## src/rtl/rndgen_pkg.sv

```systemverilog
// Parameter sets shared by the XNOR-LFSR random generator and its checker.
package rndgen_pkg;

  // TapeNum is the register length; FB is a zero-terminated tap list,
  // FB[0] first.
  typedef struct packed {
    int unsigned        TapeNum;
    logic [7:0][7:0]    FB;
  } RndGenParams_t;

  localparam RndGenParams_t RndGen7  = '{TapeNum: 32'd7,
    FB: {8'd0, 8'd0, 8'd0, 8'd0, 8'd0, 8'd0, 8'd6, 8'd7}};
  localparam RndGenParams_t RndGen15 = '{TapeNum: 32'd15,
    FB: {8'd0, 8'd0, 8'd0, 8'd0, 8'd0, 8'd0, 8'd14, 8'd15}};
  localparam RndGenParams_t RndGen23 = '{TapeNum: 32'd23,
    FB: {8'd0, 8'd0, 8'd0, 8'd0, 8'd0, 8'd0, 8'd18, 8'd23}};
  localparam RndGenParams_t RndGen31 = '{TapeNum: 32'd31,
    FB: {8'd0, 8'd0, 8'd0, 8'd0, 8'd0, 8'd0, 8'd28, 8'd31}};

endpackage

```

## src/rtl/rnd_chk_m.sv

```systemverilog
// PRBS checker for the XNOR-LFSR generator: self-synchronises on the
// received stream, then free-runs a local LFSR and counts bit errors.
module rnd_chk_m #(
  parameter rndgen_pkg::RndGenParams_t PARAMS = rndgen_pkg::RndGen31,
  parameter int LOCK_CNT   = 64,
  parameter int WIN_LEN    = 256,
  parameter int UNLOCK_THR = 16,
  parameter int CNT_W      = 32
) (
  input  logic             clk,
  input  logic             rst,
  input  logic             in_valid,
  input  logic             in,
  input  logic             clr,
  output logic             locked,
  output logic             err,
  output logic [CNT_W-1:0] err_cnt,
  output logic [CNT_W-1:0] bit_cnt
);

  localparam int N  = int'(PARAMS.TapeNum);
  localparam int FW = $clog2(N + 1);
  localparam int MW = $clog2(LOCK_CNT + 1);
  localparam int WW = $clog2(WIN_LEN + 1);
  localparam int EW = $clog2(UNLOCK_THR + 1);

  localparam logic [FW-1:0] FILL_LAST  = FW'(N - 1);
  localparam logic [MW-1:0] MATCH_LAST = MW'(LOCK_CNT - 1);
  localparam logic [WW-1:0] WIN_LAST   = WW'(WIN_LEN - 1);
  localparam logic [EW-1:0] ERR_LAST   = EW'(UNLOCK_THR - 1);

  // Tap positions as a mask over h[1:N], up to the first zero entry.
  function automatic logic [N:1] tap_mask_f();
    logic [N:1] m;
    logic       done;
    m    = '0;
    done = 1'b0;
    for (int i = 0; i < 8; i++) begin
      if (PARAMS.FB[i] == 8'd0) done = 1'b1;
      for (int k = 1; k <= N; k++)
        if (!done && PARAMS.FB[i] == 8'(k)) m[k] = 1'b1;
    end
    return m;
  endfunction

  localparam logic [N:1] TAP_MASK = tap_mask_f();
  // A 1-seeded XNOR chain equals parity for odd tap counts and inverted
  // parity for even ones.
  localparam logic       TAP_INV  = ~(^TAP_MASK);

  // Saturating statistics counter; a clear that coincides with an event
  // leaves the count at one.
  function automatic logic [CNT_W-1:0] stat_next(input logic [CNT_W-1:0] cur,
                                                 input logic clr_i,
                                                 input logic ev);
    if (clr_i)             return ev ? CNT_W'(1) : '0;
    else if (ev && ~&cur)  return cur + 1'b1;
    else                   return cur;
  endfunction

  typedef enum logic [1:0] {S_FILL, S_HUNT, S_LOCKED} state_t;

  state_t           state_q, state_d;
  logic [N:1]       h_q, h_d;
  logic [FW-1:0]    fill_q, fill_d;
  logic [MW-1:0]    match_q, match_d;
  logic [WW-1:0]    win_q, win_d;
  logic [EW-1:0]    werr_q, werr_d;
  logic             pred;
  logic             miss;
  logic             chk_ev;

  logic             locked_q, locked_d;
  logic             err_q, err_d;
  logic [CNT_W-1:0] err_cnt_q, err_cnt_d;
  logic [CNT_W-1:0] bit_cnt_q, bit_cnt_d;

  // State register with history and synchronisation/window counters.
  always_ff @(posedge clk) begin
    if (rst) begin
      state_q <= S_FILL;
      h_q     <= '0;
      fill_q  <= '0;
      match_q <= '0;
      win_q   <= '0;
      werr_q  <= '0;
    end else begin
      state_q <= state_d;
      h_q     <= h_d;
      fill_q  <= fill_d;
      match_q <= match_d;
      win_q   <= win_d;
      werr_q  <= werr_d;
    end
  end

  // Next-state: fill history, hunt for LOCK_CNT consecutive matches, then
  // free-run on the predicted bit and watch the per-window error count.
  always_comb begin
    state_d = state_q;
    h_d     = h_q;
    fill_d  = fill_q;
    match_d = match_q;
    win_d   = win_q;
    werr_d  = werr_q;
    miss    = 1'b0;
    chk_ev  = 1'b0;
    pred    = (^(h_q & TAP_MASK)) ^ TAP_INV;
    if (in_valid) begin
      case (state_q)
        S_FILL: begin
          h_d = {h_q[N-1:1], in};
          if (fill_q == FILL_LAST) begin
            fill_d  = '0;
            state_d = S_HUNT;
          end else begin
            fill_d = fill_q + 1'b1;
          end
        end
        S_HUNT: begin
          h_d = {h_q[N-1:1], in};
          if (in != pred) begin
            match_d = '0;
          end else if (match_q == MATCH_LAST) begin
            // An all-ones history is the XNOR lockup a stuck-high line
            // would self-match, so it never counts as lock.
            match_d = '0;
            if (h_d != '1) state_d = S_LOCKED;
          end else begin
            match_d = match_q + 1'b1;
          end
        end
        S_LOCKED: begin
          // Shifting the prediction keeps one flipped bit to one error.
          h_d    = {h_q[N-1:1], pred};
          chk_ev = 1'b1;
          miss   = (in != pred);
          if (miss && werr_q == ERR_LAST) begin
            state_d = S_FILL;
            fill_d  = '0;
            match_d = '0;
            win_d   = '0;
            werr_d  = '0;
          end else if (win_q == WIN_LAST) begin
            win_d  = '0;
            werr_d = '0;
          end else begin
            win_d  = win_q + 1'b1;
            werr_d = werr_q + EW'(miss);
          end
        end
        default: state_d = S_FILL;
      endcase
    end
  end

  // Output next values: lock flag, error pulse and statistics counters.
  always_comb begin
    locked_d  = (state_d == S_LOCKED);
    err_d     = miss;
    err_cnt_d = stat_next(err_cnt_q, clr, miss);
    bit_cnt_d = stat_next(bit_cnt_q, clr, chk_ev);
  end

  // Registered outputs.
  always_ff @(posedge clk) begin
    if (rst) begin
      locked_q  <= 1'b0;
      err_q     <= 1'b0;
      err_cnt_q <= '0;
      bit_cnt_q <= '0;
    end else begin
      locked_q  <= locked_d;
      err_q     <= err_d;
      err_cnt_q <= err_cnt_d;
      bit_cnt_q <= bit_cnt_d;
    end
  end

  assign locked  = locked_q;
  assign err     = err_q;
  assign err_cnt = err_cnt_q;
  assign bit_cnt = bit_cnt_q;

endmodule

```

## config.mk

```make
export PLATFORM = sky130hd
export DESIGN_NAME = rnd_chk_m
export DESIGN_NICKNAME = d
export VERILOG_FILES = /design/src/rtl/rndgen_pkg.sv /design/src/rtl/rnd_chk_m.sv
export SDC_FILE = /design/constraint.sdc
export NUM_CORES = 1
export LEC_CHECK = 0
export CAP_MARGIN = 20
export CORE_MARGIN = 5
export CORE_UTILIZATION = 61
export DETAILED_ROUTE_END_ITERATION = 10
export PLACE_DENSITY = 0.86
export SYNTH_ARGS = -nofsm -noshare
export SYNTH_HDL_FRONTEND = slang
export SYNTH_SLANG_ARGS = --single-unit
```

## constraint.sdc

```tcl
create_clock -name clk -period 5.81 [get_ports clk]
set_input_delay 1.162 -clock clk [delete_from_list [all_inputs] [get_ports clk]]
set_output_delay 1.162 -clock clk [all_outputs]
set_load 0.05 [all_outputs]
```

==> impl_results.md <==
* Run status: completed
* Hold EP: match_q[6]
* Final setup vio count at 0
* GR Overflow Total at 0
* Dpl cell area at about 0.0068 sq mm
* Final design utilization at approximately 75%
* Most numerous cell in the Yosys netlist: dfxtp_1
* Post-CTS setup buffers at 0
* Post-route design area at 0.00737 sq mm
* Die area at 0.0121 sq mm
* Count of distinct cell types in the synthesized netlist at between 60 and 70
* Peak VDD IR at around 0.16 mV
* Net Count, Synth at between 700 and 800
* Initial Utilization at between 60% and 70%
* Fillers at 727
* Hold-fix buffers, CTS at 0
* Reg-to-reg slack, setup at around 3000 ps
* Met2 Usage GRT at 45.1%
* Initial DRT Pass Iterations at 6
* RSZ-0062 raised after global routing: no
* Max Transition Viols Final at 0
* Commonest cells in the netlist: 125 x dfxtp_1, 107 x nand2_1, 85 x a21oi_1
* Cell Count, Final, Fillers Out at 935
* Hold depth at 2
* Clk Latency, worst-skew pair at about 520 ps
* Chip width at 110 microns
* DR vias at 5,921
* GRT met3 Usage at under 10%
* Slew @ Worst Pin at 1040 ps
* Met1 Resource Use GR at 29.3%
* Min Tclk post-route at 3230 ps
* Gpl congestion at roughly 0.84
* DR iter-0 viols at 371
* Vias in the first global route at roughly 5,600
* Syn Inst Count at approximately 740
* CTS Sinks at between 100 and 150
* Register area share after synthesis at between 40% and 50%
* WP data required at 6250 ps
* Max cap viols at 0
* First-pass GRT wire length at about 25 mm
* Initial antenna violation count at 0
* Cell Area, Synth at between 0.006 and 0.007 sq mm
* DRC viols at 0
* Slew headroom at a little under a third
* Post-DP HPWL at ~10 mm
* Min-delay src: match_q[6]
* Yosys top cell area share at 40.9%
* Synth warn at 0
* Final worst-path setup slack at 2580 ps
* Root buf cell: clkbuf_8
* Layout area overhead at 20.4%
* Tcrit/Tclk final at a little under three fifths
* Worst setup SP type: primary input
* Mean number of vias per cell at 6.33
* RR Endpoint: err_cnt[25]
* Cts repair resizes at 0
* Mapped Avg Cell Area at 8.26 sq um
* Input/output buffers at 70
* IO Pins at just over 70
* Clock Skew at 9.71 ps
* Leakage at 2.32 nW
* Reg2reg path depth at 5
* GR peak layer: met2
* Num CTS Buffers at 17
* Core box area at a little under 0.01 sq mm
* EDFF count, synth at 0
* Peak Freq at 0.310 GHz
* Critical path capture point type: flop
* Seq cells post-synth at 125
* GRT Resource Usage Total at between 20 and 30%
* Dpl ws at approximately 2100 ps
* FP Rows at 36
* Pin count of the biggest net entering global routing at 52
* Worst-path clk slew at 60 ps
* Worst hold path class: flop to flop
* Setup TNS at 0 ps
* Worst EP arrival at about 3700 ps
* Max clock buf depth at 2
* Total power at 1.91 mW
* Crit path kind: primary input to flop
* Pwr/cell area at 260 mW/mm^2
* Final #Nets at 804
* N_diodes at 0
* Biggest area consumer among synthesized cells: dfxtp_1
* Top FF cell, synth: dfxtp_1
* Worst Hold Slack at between 400 and 500 ps
* Synth area leaders: dfxtp_1 41%, a21oi_1 7.0%, nand2_1 6.6%
* Post-Route WL at ~15 mm
* R2r startpoint: err_cnt[6]
* Layout cells sized above 1 at under 10%
* Placed Cells at 904
* Post-route ant nets at 0
* Hold Vio Cnt, Final at 0
* DR WL/cell at around 16 microns
* CP Max Fanout at 29
* Die height at 110 microns
* TritonCTS clock tree: done
* H-tree Lvls at 4
* Synth async-reset ratio at 0%
placed cells by master (no fill, tap or decap), types with 5 or more instances in the layout:
cell type / count
or4_1: 12
a21oi_1: 85
and3_1: 13
o211ai_1: 5
inv_1: 8
mux2i_1: 10
nand3_1: 30
or4_2: 5
xor2_1: 7
nor4_1: 11
a311oi_1: 5
o21ai_0: 34
clkbuf_8: 5
nand2b_1: 10
nand4_1: 35
clkbuf_16: 16
clkdlybuf4s50_1: 69
nand2_1: 107
and2_1: 6
o31ai_1: 18
or3_1: 32
dfxtp_1: 125
nor2_1: 44
a31oi_1: 5
nor3_1: 7
xnor2_1: 10
ha_1: 8
and4_1: 7
worst max path at each step:
| stage | cells past startpoint | slack, ps | from | to |
|---|---|---|---|---|
| 6_report | 7 | 2580 | in_valid | err_cnt[9] |
| 5_1_grt | 7 | 2480 | in_valid | err_cnt[8] |
| 4_1_cts | 7 | 2670 | in_valid | err_cnt[9] |
| 3_5_place_dp | 7 | 2130 | in_valid | err_cnt[10] |
| 3_3_place_gp | 7 | 2200 | in_valid | err_cnt[8] |
| 2_1_floorplan | 7 | 3150 | in | err_cnt[9] |
routing by layer:
layer  share of wire, %  routed length [microns]
met1                 40                     6020
met4                2.2                      328
met3                7.0                     1060
met5                  0                        0
met2                 51                     7780
kinds of logic after synthesis:
| logic type | count (synthesis) | share of synthesized area, % |
|---|---|---|
| XOR/XNOR | 18 | 2.80 |
| multiplexers | 10 | 1.64 |
| AO/OA/AOI/OAI | 183 | 18.2 |
| adder cells (fa/ha/maj) | 8 | 1.64 |
| buffers and inverters | 51 | 4.17 |
| flip-flops | 125 | 40.9 |
| AND/OR/NAND/NOR | 346 | 30.6 |
flip-flops by register name, summed over array words and instances (netlist names):
signal,count
win_q,9
fill_q,5
werr_q,5
err_cnt,32
err,1
locked,1
bit_cnt,32
match_q,7
h_q,31
state_q,2
worst max-delay path, cell delays in order:
cell and delay [ps]:
clkdlybuf4s50_1 600, and3b_1 190, buf_4 300, and2_1 350
o31ai_1 220, or4b_2 650, a21oi_1 170
where the power goes:
| group | internal [mW] | total [mW] | switching [mW] | leakage (nW) |
|---|---|---|---|---|
| Sequential | 0.860 | 0.863 | 0.00265 | 1.01 |
| Combinational | 0.0106 | 0.0432 | 0.0326 | 1.04 |
| Clock | 0.648 | 1.01 | 0.360 | 0.280 |
final cells by class:
| cell class | instances | area [sq um] | share of cell area [%] |
|---|---|---|---|
| multi-input combinational | 565 | 3380 | 45.8 |
| sequential | 125 | 2500 | 34.0 |
| clock buffer | 23 | 477 | 6.47 |
| inverter | 8 | 30.0 | 0.407 |
| tap | 133 | 166 | 2.26 |
| clock inverter | 7 | 87.6 | 1.19 |
| timing repair buffer | 74 | 729 | 9.90 |
Note: power is estimated with default switching activity, not from simulation.
==> RTL edit (same settings) <==
Take the reset off `h_q` and load it in a clocked block of its own.
--- a/src/rtl/rnd_chk_m.sv
+++ b/src/rtl/rnd_chk_m.sv
@@ -81,3 +81,2 @@
       state_q <= S_FILL;
-      h_q     <= '0;
       fill_q  <= '0;
@@ -88,3 +87,2 @@
       state_q <= state_d;
-      h_q     <= h_d;
       fill_q  <= fill_d;
@@ -94,2 +92,6 @@
     end
+  end
+
+  always_ff @(posedge clk) begin
+    h_q <= h_d;
   end
Behaviour: same outputs for any inputs over 10 cycles, from zero or initial values and one cycle with rst high; that may be too few to reach the edited logic, so the function may still have changed.
==> RTL edit against the unedited design <==
  * Synthesized cell count fell by 16%
  * Setup slack got worse by 370 ps
  * Wire length fell by 8.5%
  * Die area fell by 4.6%
  * Maximum frequency fell by 10%
  * Critical path depth fell by 1
  * Utilization rose by 1.6 points
  * Sequential cell count did not move
  * Synthesized area fell by 5.0%
  * Total power rose by 3.0%
  * Design area fell by 3.0%
  * Critical path type unchanged
  * Register-to-register slack got worse by 200 ps
  * Sequential power rose by 6.1%
  * First-iteration DRC count fell by 0.27%
==> RTL edit: results <==
yosys:
  ys_seq_area_share_pct: 48.4
  synth_warnings: 0
  synthCells: 626
  syn_nets: 639
  ys_top_cells_by_count: "dfxtp_1, a21oi_1, nand2_1"
  synth_edf_count: 31
  synth_async_sr_flop_share_pct: 0
  netlist-cell-type-count: 57
  synth_area_leaders: "dfxtp_1, edfxtp_1, a21oi_1, or3_1, nand3_1"
pwr:
  power.leakage_nw: 2.26
  ir_drop_uv: 176
placed_design:
  place_area_um2: 6570
  portBuffers: 70
  placed_cells: 798
  place_congestion: 0.863
  dpl.hpwl_mm: 9.28
setup_path:
  crit_slowest_cell: "clkdlybuf4s50_1"
  r2r_start: "state_q[1]$_SDFF_PP0_"
  crit_start: "in_valid"
  cpLargestDelayFamily: "simple AND/OR/NAND/NOR gates"
  path_max_fanout: 22
  slowest_delay_ps: 590
  worstPathArrival_ps: 4020
layout:
  instances_no_fill: 831
  nNetsFinal: 702
  diodes: 0
  drive_above_1_share_pct: 6.41
detailed_routing:
  wl_met3_um: 887
  wl_per_cell_um: 16.7
  vias: 5367
  drt_iter0_markers: 370
  drt-met1-wl_mm: 6.02
  firstDrtPassIters: 5
  top_layer: "met4"
  routed-wl-met2_mm: 6.69
min_path:
  hp-class: "reg2reg"
  min-delay-start: "h_q[11]$_DFFE_PP_"
cts:
  cts_max_level: 4
  cts-resized-gates: 0
  clkLatencyLatePin_ps: 510
  post-cts-setup-buffer-count: 0
  root_buffer: "clkbuf_8"
  clockBufferDepth: 2
  clkSlewWorstSetupHoldPaths_ps: 60
  numCtsBuffers: 17
global_routing:
  antenna_found_initial: 0
  grt.total_usage_pct: 24.4
  grt_pass1_vias: 5065
  grt_start_max_net_pins: 53
  grt_pass1_wl_mm: 23.2
  overflow: 0
sta:
  tightest_slew_ps: 1100
  clock_skew_ps: 11.3
run_status:
  status: "finished clean"
## RTL edit: cell types whose count changed after synthesis, moves of 5 or more
| cell | unedited run | this run |
|---|---|---|
| nand2_1 | 107 | 48 |
| dfxtp_1 | 125 | 94 |
| edfxtp_1 | 0 | 31 |
| a21oi_1 | 85 | 64 |
| clkbuf_1 | 33 | 18 |
| or4_1 | 12 | 25 |
| nand3_1 | 30 | 39 |
| nand2b_1 | 10 | 2 |
| buf_2 | 0 | 7 |
| nor2_1 | 44 | 37 |
| nand4_1 | 35 | 29 |
| xnor2_1 | 10 | 4 |
| o31ai_1 | 18 | 23 |
| or4_2 | 5 | 0 |
## RTL edit: kinds of logic (layout without fill, tap and decap cells)
logic type	after synthesis	after routing	synth area share (%)
adder cells (fa/ha/maj)	8	8	1.72
AO/OA/AOI/OAI	160	160	16.9
buffers and inverters	39	115	2.75
multiplexers	7	7	1.21
XOR/XNOR	16	16	2.69
flip-flops	125	125	48.4
AND/OR/NAND/NOR	271	271	26.3
## RTL edit: area by class of cell
cell class	instances	area [um2]
fillers	660	2140
clock inverters	13	141
multi-input cells	462	2840
clock buffers	19	432
repair buffers	72	716
well taps	129	161
flip-flops and latches	125	2810
inverters	11	41.3
## RTL edit: per-stage QoR
| step | setup slack, ps | hold WS (ps) | util, % |
|---|---|---|---|
| final | 2210 | 450 | 77.0 |
| after global routing | 1900 | 455 | 77.0 |
| after CTS | 2250 | 451 | 76.9 |
| after detailed placement | 1740 | 436 | 70.7 |
| after global placement | 1890 | 430 | 70.7 |
| after floorplan | 767 | 426 | - |
## RTL edit: metal layers
metal / track usage, % / up-vias
li1: - / 2543
met3: 6.66 / 35
met2: 39.7 / 212
met5: 0 / -
met4: 8.93 / 0
met1: 30.9 / 2577
## RTL edit: worst paths after layout
path | end | slack, ps | depth (start not counted)
setup / recovery | bit_cnt[28]$_SDFFE_PP0P_ | 2210 | 6
hold reg to reg | h_q[12]$_DFFE_PP_ | 450 | 0
hold / removal | h_q[12]$_DFFE_PP_ | 450 | 0
setup reg to reg | bit_cnt[28]$_SDFFE_PP0P_ | 2880 | 5
## RTL edit: power by group
part           internal (mW)  switching, mW
combinational         0.0139         0.0333
clock                  0.622          0.386
sequential             0.907        0.00860
total                   1.54          0.428
